[config.mk]
export PLATFORM = sky130hd
export DESIGN_NAME = fp_mul_arbiter_flat
export DESIGN_NICKNAME = d
export VERILOG_FILES = /design/src/rtl/fp_mul_arbiter_if.sv /design/src/rtl/fp_mul_arbiter.sv /design/src/flat_wrapper.sv
export SDC_FILE = /design/constraint.sdc
export NUM_CORES = 1
export LEC_CHECK = 0
export CAP_MARGIN = 20
export CORE_MARGIN = 8
export CORE_UTILIZATION = 25
export CTS_CLUSTER_DIAMETER = 60
export CTS_CLUSTER_SIZE = 10
export DETAILED_ROUTE_END_ITERATION = 6
export GPL_TIMING_DRIVEN = 0
export PLACE_DENSITY = 0.63
export SYNTH_ARGS = -nofsm -noshare
export SYNTH_HDL_FRONTEND = slang
export SYNTH_SLANG_ARGS = --single-unit
export TNS_END_PERCENT = 50
[constraint.sdc]
create_clock -name clk -period 2 [get_ports clk]
set_input_delay 0.2 -clock clk [delete_from_list [all_inputs] [get_ports clk]]
set_output_delay 0.2 -clock clk [all_outputs]
set_load 0.005 [all_outputs]
[src/rtl/fp_mul_arbiter_if.sv]
// Bundle of requester-side and multiplier-side signals of the shared FP32 multiplier arbiter.
// The slave modport is the arbiter; the master modport is its environment (requesters + multiplier).
interface fp_mul_arbiter_if #(
  parameter int NREQ = 4,
  parameter int IW   = 2
);
  logic [NREQ-1:0]    req;
  logic [32*NREQ-1:0] op1_bus;
  logic [32*NREQ-1:0] op2_bus;
  logic [NREQ-1:0]    ack;
  logic [31:0]        res_out;
  logic               err_out;
  logic               busy;
  logic [IW-1:0]      gnt_idx;
  logic               mul_ready;
  logic [31:0]        mul_op1;
  logic [31:0]        mul_op2;
  logic [31:0]        mul_res;
  logic               mul_done;

  modport slave (
    input  req, op1_bus, op2_bus, mul_res, mul_done,
    output ack, res_out, err_out, busy, gnt_idx, mul_ready, mul_op1, mul_op2
  );

  modport master (
    output req, op1_bus, op2_bus, mul_res, mul_done,
    input  ack, res_out, err_out, busy, gnt_idx, mul_ready, mul_op1, mul_op2
  );
endinterface

[src/rtl/fp_mul_arbiter.sv]
// Round-robin arbiter sharing one single-precision multiplier among NREQ requesters,
// with operand latching, a start strobe, a done watchdog and a one-cycle ack per transaction.
module fp_mul_arbiter #(
  parameter int NREQ    = 4,
  parameter int TIMEOUT = 64,
  parameter int IW      = 2
) (
  input logic            clk,
  input logic            rst,
  fp_mul_arbiter_if.slave bus
);

  localparam int NPAD = 1 << IW;
  localparam int WDW  = (TIMEOUT > 1) ? $clog2(TIMEOUT) : 1;
  localparam logic [IW:0]     NREQ_W      = (IW+1)'(NREQ);
  localparam logic [WDW-1:0]  WDOG_LAST   = WDW'(TIMEOUT - 1);
  localparam logic [31:0]     TIMEOUT_RES = 32'h7FFF_FFFF;

  typedef enum logic [2:0] {
    IDLE,
    SETUP,
    ISSUE,
    WAIT,
    RESP
  } state_t;

  state_t          state, state_nxt;
  logic [IW-1:0]   last_grant;
  logic [IW-1:0]   gnt_q;
  logic [IW-1:0]   rr_idx;
  logic            rr_hit;
  logic [31:0]     sel_op1, sel_op2;
  logic [31:0]     op1_q, op2_q;
  logic [31:0]     res_q;
  logic            err_q;
  logic [WDW-1:0]  wdog;
  logic            wdog_exp;
  logic [NPAD-1:0] req_pad;
  logic [NPAD-1:0] ack_pad;
  logic [IW:0]     cand;

  assign wdog_exp = (wdog == WDOG_LAST);

  // Round-robin search starting one past the last served requester.
  // NOTE: every combinational output gets a default before any branch, so no latch is inferred.
  always_comb begin
    req_pad            = '0;
    req_pad[NREQ-1:0]  = bus.req;
    rr_idx             = last_grant;
    rr_hit             = 1'b0;
    cand               = '0;
    for (int i = 1; i <= NREQ; i++) begin
      cand = {1'b0, last_grant} + (IW+1)'(i);
      if (cand >= NREQ_W) cand = cand - NREQ_W;
      if (!rr_hit && req_pad[cand[IW-1:0]]) begin
        rr_hit = 1'b1;
        rr_idx = cand[IW-1:0];
      end
    end
  end

  // Operand mux for the round-robin winner.
  always_comb begin
    sel_op1 = '0;
    sel_op2 = '0;
    for (int i = 0; i < NREQ; i++) begin
      if (rr_idx == IW'(i)) begin
        sel_op1 = bus.op1_bus[i*32 +: 32];
        sel_op2 = bus.op2_bus[i*32 +: 32];
      end
    end
  end

  // NOTE: state-holding registers use non-blocking assignments so every flop samples pre-edge values.
  always_ff @(posedge clk or negedge rst) begin
    if (!rst) state <= IDLE;
    else      state <= state_nxt;
  end

  always_comb begin
    state_nxt = state;
    ack_pad   = '0;
    unique case (state)
      IDLE:  if (rr_hit) state_nxt = SETUP;
      SETUP: state_nxt = ISSUE;
      ISSUE: state_nxt = WAIT;
      WAIT:  if (bus.mul_done || wdog_exp) state_nxt = RESP;
      RESP: begin
        ack_pad[gnt_q] = 1'b1;
        state_nxt      = IDLE;
      end
      default: state_nxt = IDLE;
    endcase
  end

  assign bus.ack       = ack_pad[NREQ-1:0];
  assign bus.busy      = (state != IDLE);
  assign bus.mul_ready = (state == ISSUE);
  assign bus.mul_op1   = op1_q;
  assign bus.mul_op2   = op2_q;
  assign bus.res_out   = res_q;
  assign bus.err_out   = err_q;
  assign bus.gnt_idx   = gnt_q;

  // Datapath: grant capture, watchdog, result capture and round-robin pointer.
  // NOTE: these are a handful of discrete registers, not a memory, so all of them take the async reset.
  always_ff @(posedge clk or negedge rst) begin
    if (!rst) begin
      last_grant <= IW'(NREQ - 1);
      gnt_q      <= '0;
      op1_q      <= '0;
      op2_q      <= '0;
      res_q      <= '0;
      err_q      <= 1'b0;
      wdog       <= '0;
    end else begin
      unique case (state)
        IDLE: begin
          if (rr_hit) begin
            gnt_q <= rr_idx;
            op1_q <= sel_op1;
            op2_q <= sel_op2;
          end
        end
        ISSUE: wdog <= '0;
        WAIT: begin
          if (bus.mul_done) begin
            res_q <= bus.mul_res;
            err_q <= 1'b0;
          end else if (wdog_exp) begin
            res_q <= TIMEOUT_RES;
            err_q <= 1'b1;
          end else begin
            wdog <= wdog + 1'b1;
          end
        end
        RESP: last_grant <= gnt_q;
        default: ;
      endcase
    end
  end

endmodule

[src/flat_wrapper.sv]
// flat-port wrapper written by rule: the top's interface ports become plain ports
module fp_mul_arbiter_flat 
#(
  parameter int NREQ    = 4,
  parameter int TIMEOUT = 64,
  parameter int IW      = 2
)
  (clk, rst, bus_req, bus_op1_bus, bus_op2_bus, bus_mul_res, bus_mul_done, bus_ack, bus_res_out, bus_err_out, bus_busy, bus_gnt_idx, bus_mul_ready, bus_mul_op1, bus_mul_op2);
  fp_mul_arbiter_if #(.NREQ(NREQ), .IW(IW)) bus_i ();
  input logic clk;
  input logic rst;
  input wire logic [$bits(bus_i.req)-1:0] bus_req;
  input wire logic [$bits(bus_i.op1_bus)-1:0] bus_op1_bus;
  input wire logic [$bits(bus_i.op2_bus)-1:0] bus_op2_bus;
  input wire logic [$bits(bus_i.mul_res)-1:0] bus_mul_res;
  input wire logic [$bits(bus_i.mul_done)-1:0] bus_mul_done;
  output wire logic [$bits(bus_i.ack)-1:0] bus_ack;
  output wire logic [$bits(bus_i.res_out)-1:0] bus_res_out;
  output wire logic [$bits(bus_i.err_out)-1:0] bus_err_out;
  output wire logic [$bits(bus_i.busy)-1:0] bus_busy;
  output wire logic [$bits(bus_i.gnt_idx)-1:0] bus_gnt_idx;
  output wire logic [$bits(bus_i.mul_ready)-1:0] bus_mul_ready;
  output wire logic [$bits(bus_i.mul_op1)-1:0] bus_mul_op1;
  output wire logic [$bits(bus_i.mul_op2)-1:0] bus_mul_op2;
  assign bus_i.req = bus_req;
  assign bus_i.op1_bus = bus_op1_bus;
  assign bus_i.op2_bus = bus_op2_bus;
  assign bus_i.mul_res = bus_mul_res;
  assign bus_i.mul_done = bus_mul_done;
  assign bus_ack = bus_i.ack;
  assign bus_res_out = bus_i.res_out;
  assign bus_err_out = bus_i.err_out;
  assign bus_busy = bus_i.busy;
  assign bus_gnt_idx = bus_i.gnt_idx;
  assign bus_mul_ready = bus_i.mul_ready;
  assign bus_mul_op1 = bus_i.mul_op1;
  assign bus_mul_op2 = bus_i.mul_op2;
  fp_mul_arbiter #(.NREQ(NREQ), .TIMEOUT(TIMEOUT), .IW(IW)) u_core (.clk(clk), .rst(rst), .bus(bus_i));
endmodule
==> impl_metrics.toml <==
[drt]
wl_mm = 30.4
drcViolationCount = 0
vias = 6797
wl_per_cell_microns = 22.1
drtPass1Iterations = 5
drtIter0Drc = 364
via_per_inst = 4.95
drtAntennaViolNets = 0

[worst_setup_path]
critical_path_class = "reg -> reg"
critPathBufInv = 3
path_cells = "mux2i_1 > nor2_2 > nor3_4 > buf_6 > buf_12 > buf_6 > mux2_2 > a221o_1"
rr_startpoint = "u_core.last_grant[1]"
crit_arrival_ps = 2490
slowest_delay_ps = 610
cp-startpoint = "u_core.last_grant[1]"
path_delay_family = "flip-flops"
end_kind = "register"
cpMostUsedCell = "buf_6"
cp_slowest_cell = "dfstp_2"
cp_max_fo = 7
critPathRequiredTime_ps = 2250
critPathLaunchType = "register"

[power]
p_sw_frac = 0.367
p_leak_uw = 0.00484
power.share.combinational = 0.621
vdd_drop_max_uv = 604
seq_power_share = 0.255
power_frac_clock = 0.125
powerDensity_mw_per_mm2 = 1290
p_sw_uw = 5660
p_int_uw = 9750

[hold_path]
hp-class = "in -> async"

[sta]
slew_headroom = 0.602
fmax_ghz = 0.445
whs_ps = 345
clock_skew_ps = 16.0
worst_slack_ps = -247
final_hold_viol_count = 0
finalSetupTns_ps = -12870
setup_viol = 64
fin_crit_sh = 1.12
period_needed_ps = 2250
worstMarginPinSlew_ps = 596
grt_setup_unrepaired = "true"
drv_slew = 0

[clock_tree]
htreeDepth = 3
path_clk_slew_ps = 90
clockRootBuffer = "clkbuf_16"
cts_tree = "done"
cts_buffer_depth = 2
numClockSinks = 110
clock_latency_ps = 360
cts_buffers = 9

[global_route]
grt_pass1_wl_mm = 45.9
grt_overflow = 0
grt_pass1_vias = 7321
grt_max_degree = 60
grt.total_usage = 0.181
grt_antenna_before_repair = 0

[synthesis]
synth_top_area_frac = 0.403
synth_area_leaders = "dfrtp_1 (40%), mux2i_1 (9.7%), a221o_1 (9.6%)"
synth.most_common_cell = "nand3_1"
ys_types = 44
synth_nets = 899
yosys_register_bits = 110
async_flop_share = 1.00
synth_flop_cell = "dfrtp_1"
syn_area_per_cell_sq_um = 11.1
ys_seq_area_frac = 0.411
synth_edf_count = 0
synth_commonest_cells = "nand3_1 (121), dfrtp_1 (108), mux2i_1 (65)"
synth_area_sq_mm = 0.00670
yosysWarningCount = 0
yosysTopAreaCell = "dfrtp_1"
synth_cells = 603

[die]
rows = 60
die_area_sq_mm = 0.0323
chipHeight_microns = 180
ios = 400
die_w_microns = 180
coreArea_sq_mm = 0.0267
start_util = 0.252

[job]
max_cap_violations = 0

[layout]
drive_above_1_share = 0.174
fillCellCount = 2529
multi_input_comb_area_sq_mm = 0.00359
nNetsFinal = 1324
final_cell_area_sq_mm = 0.0119
seq_area_sq_mm = 0.00276
areaGrowthSynthToFinish_pct = 78.2
diodes = 0

[place]
gp_congestion = 0.801
dpl_cell_area_sq_mm = 0.0112
preCtsSetupSlack_ps = -577
dp_hpwl_mm = 23.5
portBuffers = 399

[outcome]
violations = "setup timing"
outcome = "finished, violations left"
[layout by cell type (no fill, tap or decap), types with 4 or more instances in the layout]
cell,synthesis,layout
a21oi_1,6,6
inv_8,0,4
nor2_1,14,10
mux2_2,54,22
clkdlybuf4s50_1,0,394
buf_6,17,21
mux2i_1,65,63
a221o_1,64,64
dlygate4sd2_1,0,4
dfrtp_1,108,108
buf_12,7,10
nand2_1,9,9
o21ai_0,7,7
nor2_2,0,4
o22a_1,31,31
buf_4,2,8
clkbuf_1,10,6
clkbuf_16,0,13
buf_2,29,21
nand3_1,121,121
inv_1,4,4
mux2_4,0,42
nand3_2,10,10
[worst register-to-register path, cell delays in order (launching register included)]
cell	delay (ps)
dfstp_2	610
mux2i_1	230
nor2_2	70
nor3_4	140
buf_6	150
buf_12	160
buf_6	130
mux2_2	340
a221o_1	310
[per-layer routing]
metal	vias up	global-route usage	part of all wire
met5	-	0	0
met4	0	0.0467	0.019
met3	30	0.0490	0.063
met2	263	0.318	0.50
met1	3316	0.214	0.42
li1	3188	-	-
[path summary, 6_finish.rpt]
path	to	slack (ps)	depth (start not counted)
worst max register to register	u_core.bus.mul_op1[7]	-250	8
min in group clk	u_core.bus.res_out[31]	400	3
worst min register to register	u_core.bus.err_out	500	1
worst min-delay path	u_core.bus.res_out[29]	350	2
worst max-delay path	u_core.bus.mul_op1[7]	-250	8
max in group asynchronous	u_core.bus.mul_op1[27]	940	3
[metrics by stage]
stage                     cells  utilization  total power (uW)
final                      1374        0.448             15400
after global routing       1374        0.448             16400
after CTS                  1367        0.440             15200
after detailed placement   1344        0.420             12800
after global placement     1343        0.418             12700
after floorplan             603            -              8580
[power groups by stage]
stage               clock, uW  sequential (uW)  combinational (uW)
floorplan                   0             3950                4630
detailed placement          0             3920                8850
global placement            0             3910                8770
finish                   1920             3930                9570
CTS                      1990             3920                9280
global route             2060             4080               10300
[cell type report]
type                       instances  share of cell area
tap                              341              0.0357
inverter                           4             0.00126
clock inverter                     7             0.00691
timing repair buffer             416               0.355
multi-input combinational        424               0.301
clock buffer                       9              0.0189
buffer                            63              0.0505
sequential                       110               0.231
[cell families (layout without fill, tap and decap cells)]
logic type                 Yosys count  count (layout)  share of synthesized area
muxes                              129             129                      0.205
AOI/OAI and AO/OA                  119             119                      0.159
DFF                                110             110                      0.411
buffers and inverters               69             499                     0.0812
adders and majority gates            1               1                    0.00187
xor gates and xnor gates             2               2                    0.00261
and+or+nand+nor                    173             173                      0.140
[registers in the layout, indices dropped and copies added, names as in the netlist]
signal / flops
u_core.bus.err_out: 1
u_core.bus.res_out: 32
u_core.bus.gnt_idx: 2
u_core.state: 3
u_core.last_grant: 2
u_core.bus.mul_op1: 32
u_core.wdog: 6
u_core.bus.mul_op2: 32
[what timing repair did]
item                       CTS  global route
resized for setup           50            36
setup endpoints to repair   99            95
setup buffers                6             4
hold endpoints to repair    49             0
pin swaps                    6            38
gates cloned                 1             4
hold buffers                 1             0
Power figures use the tool's default switching activity.
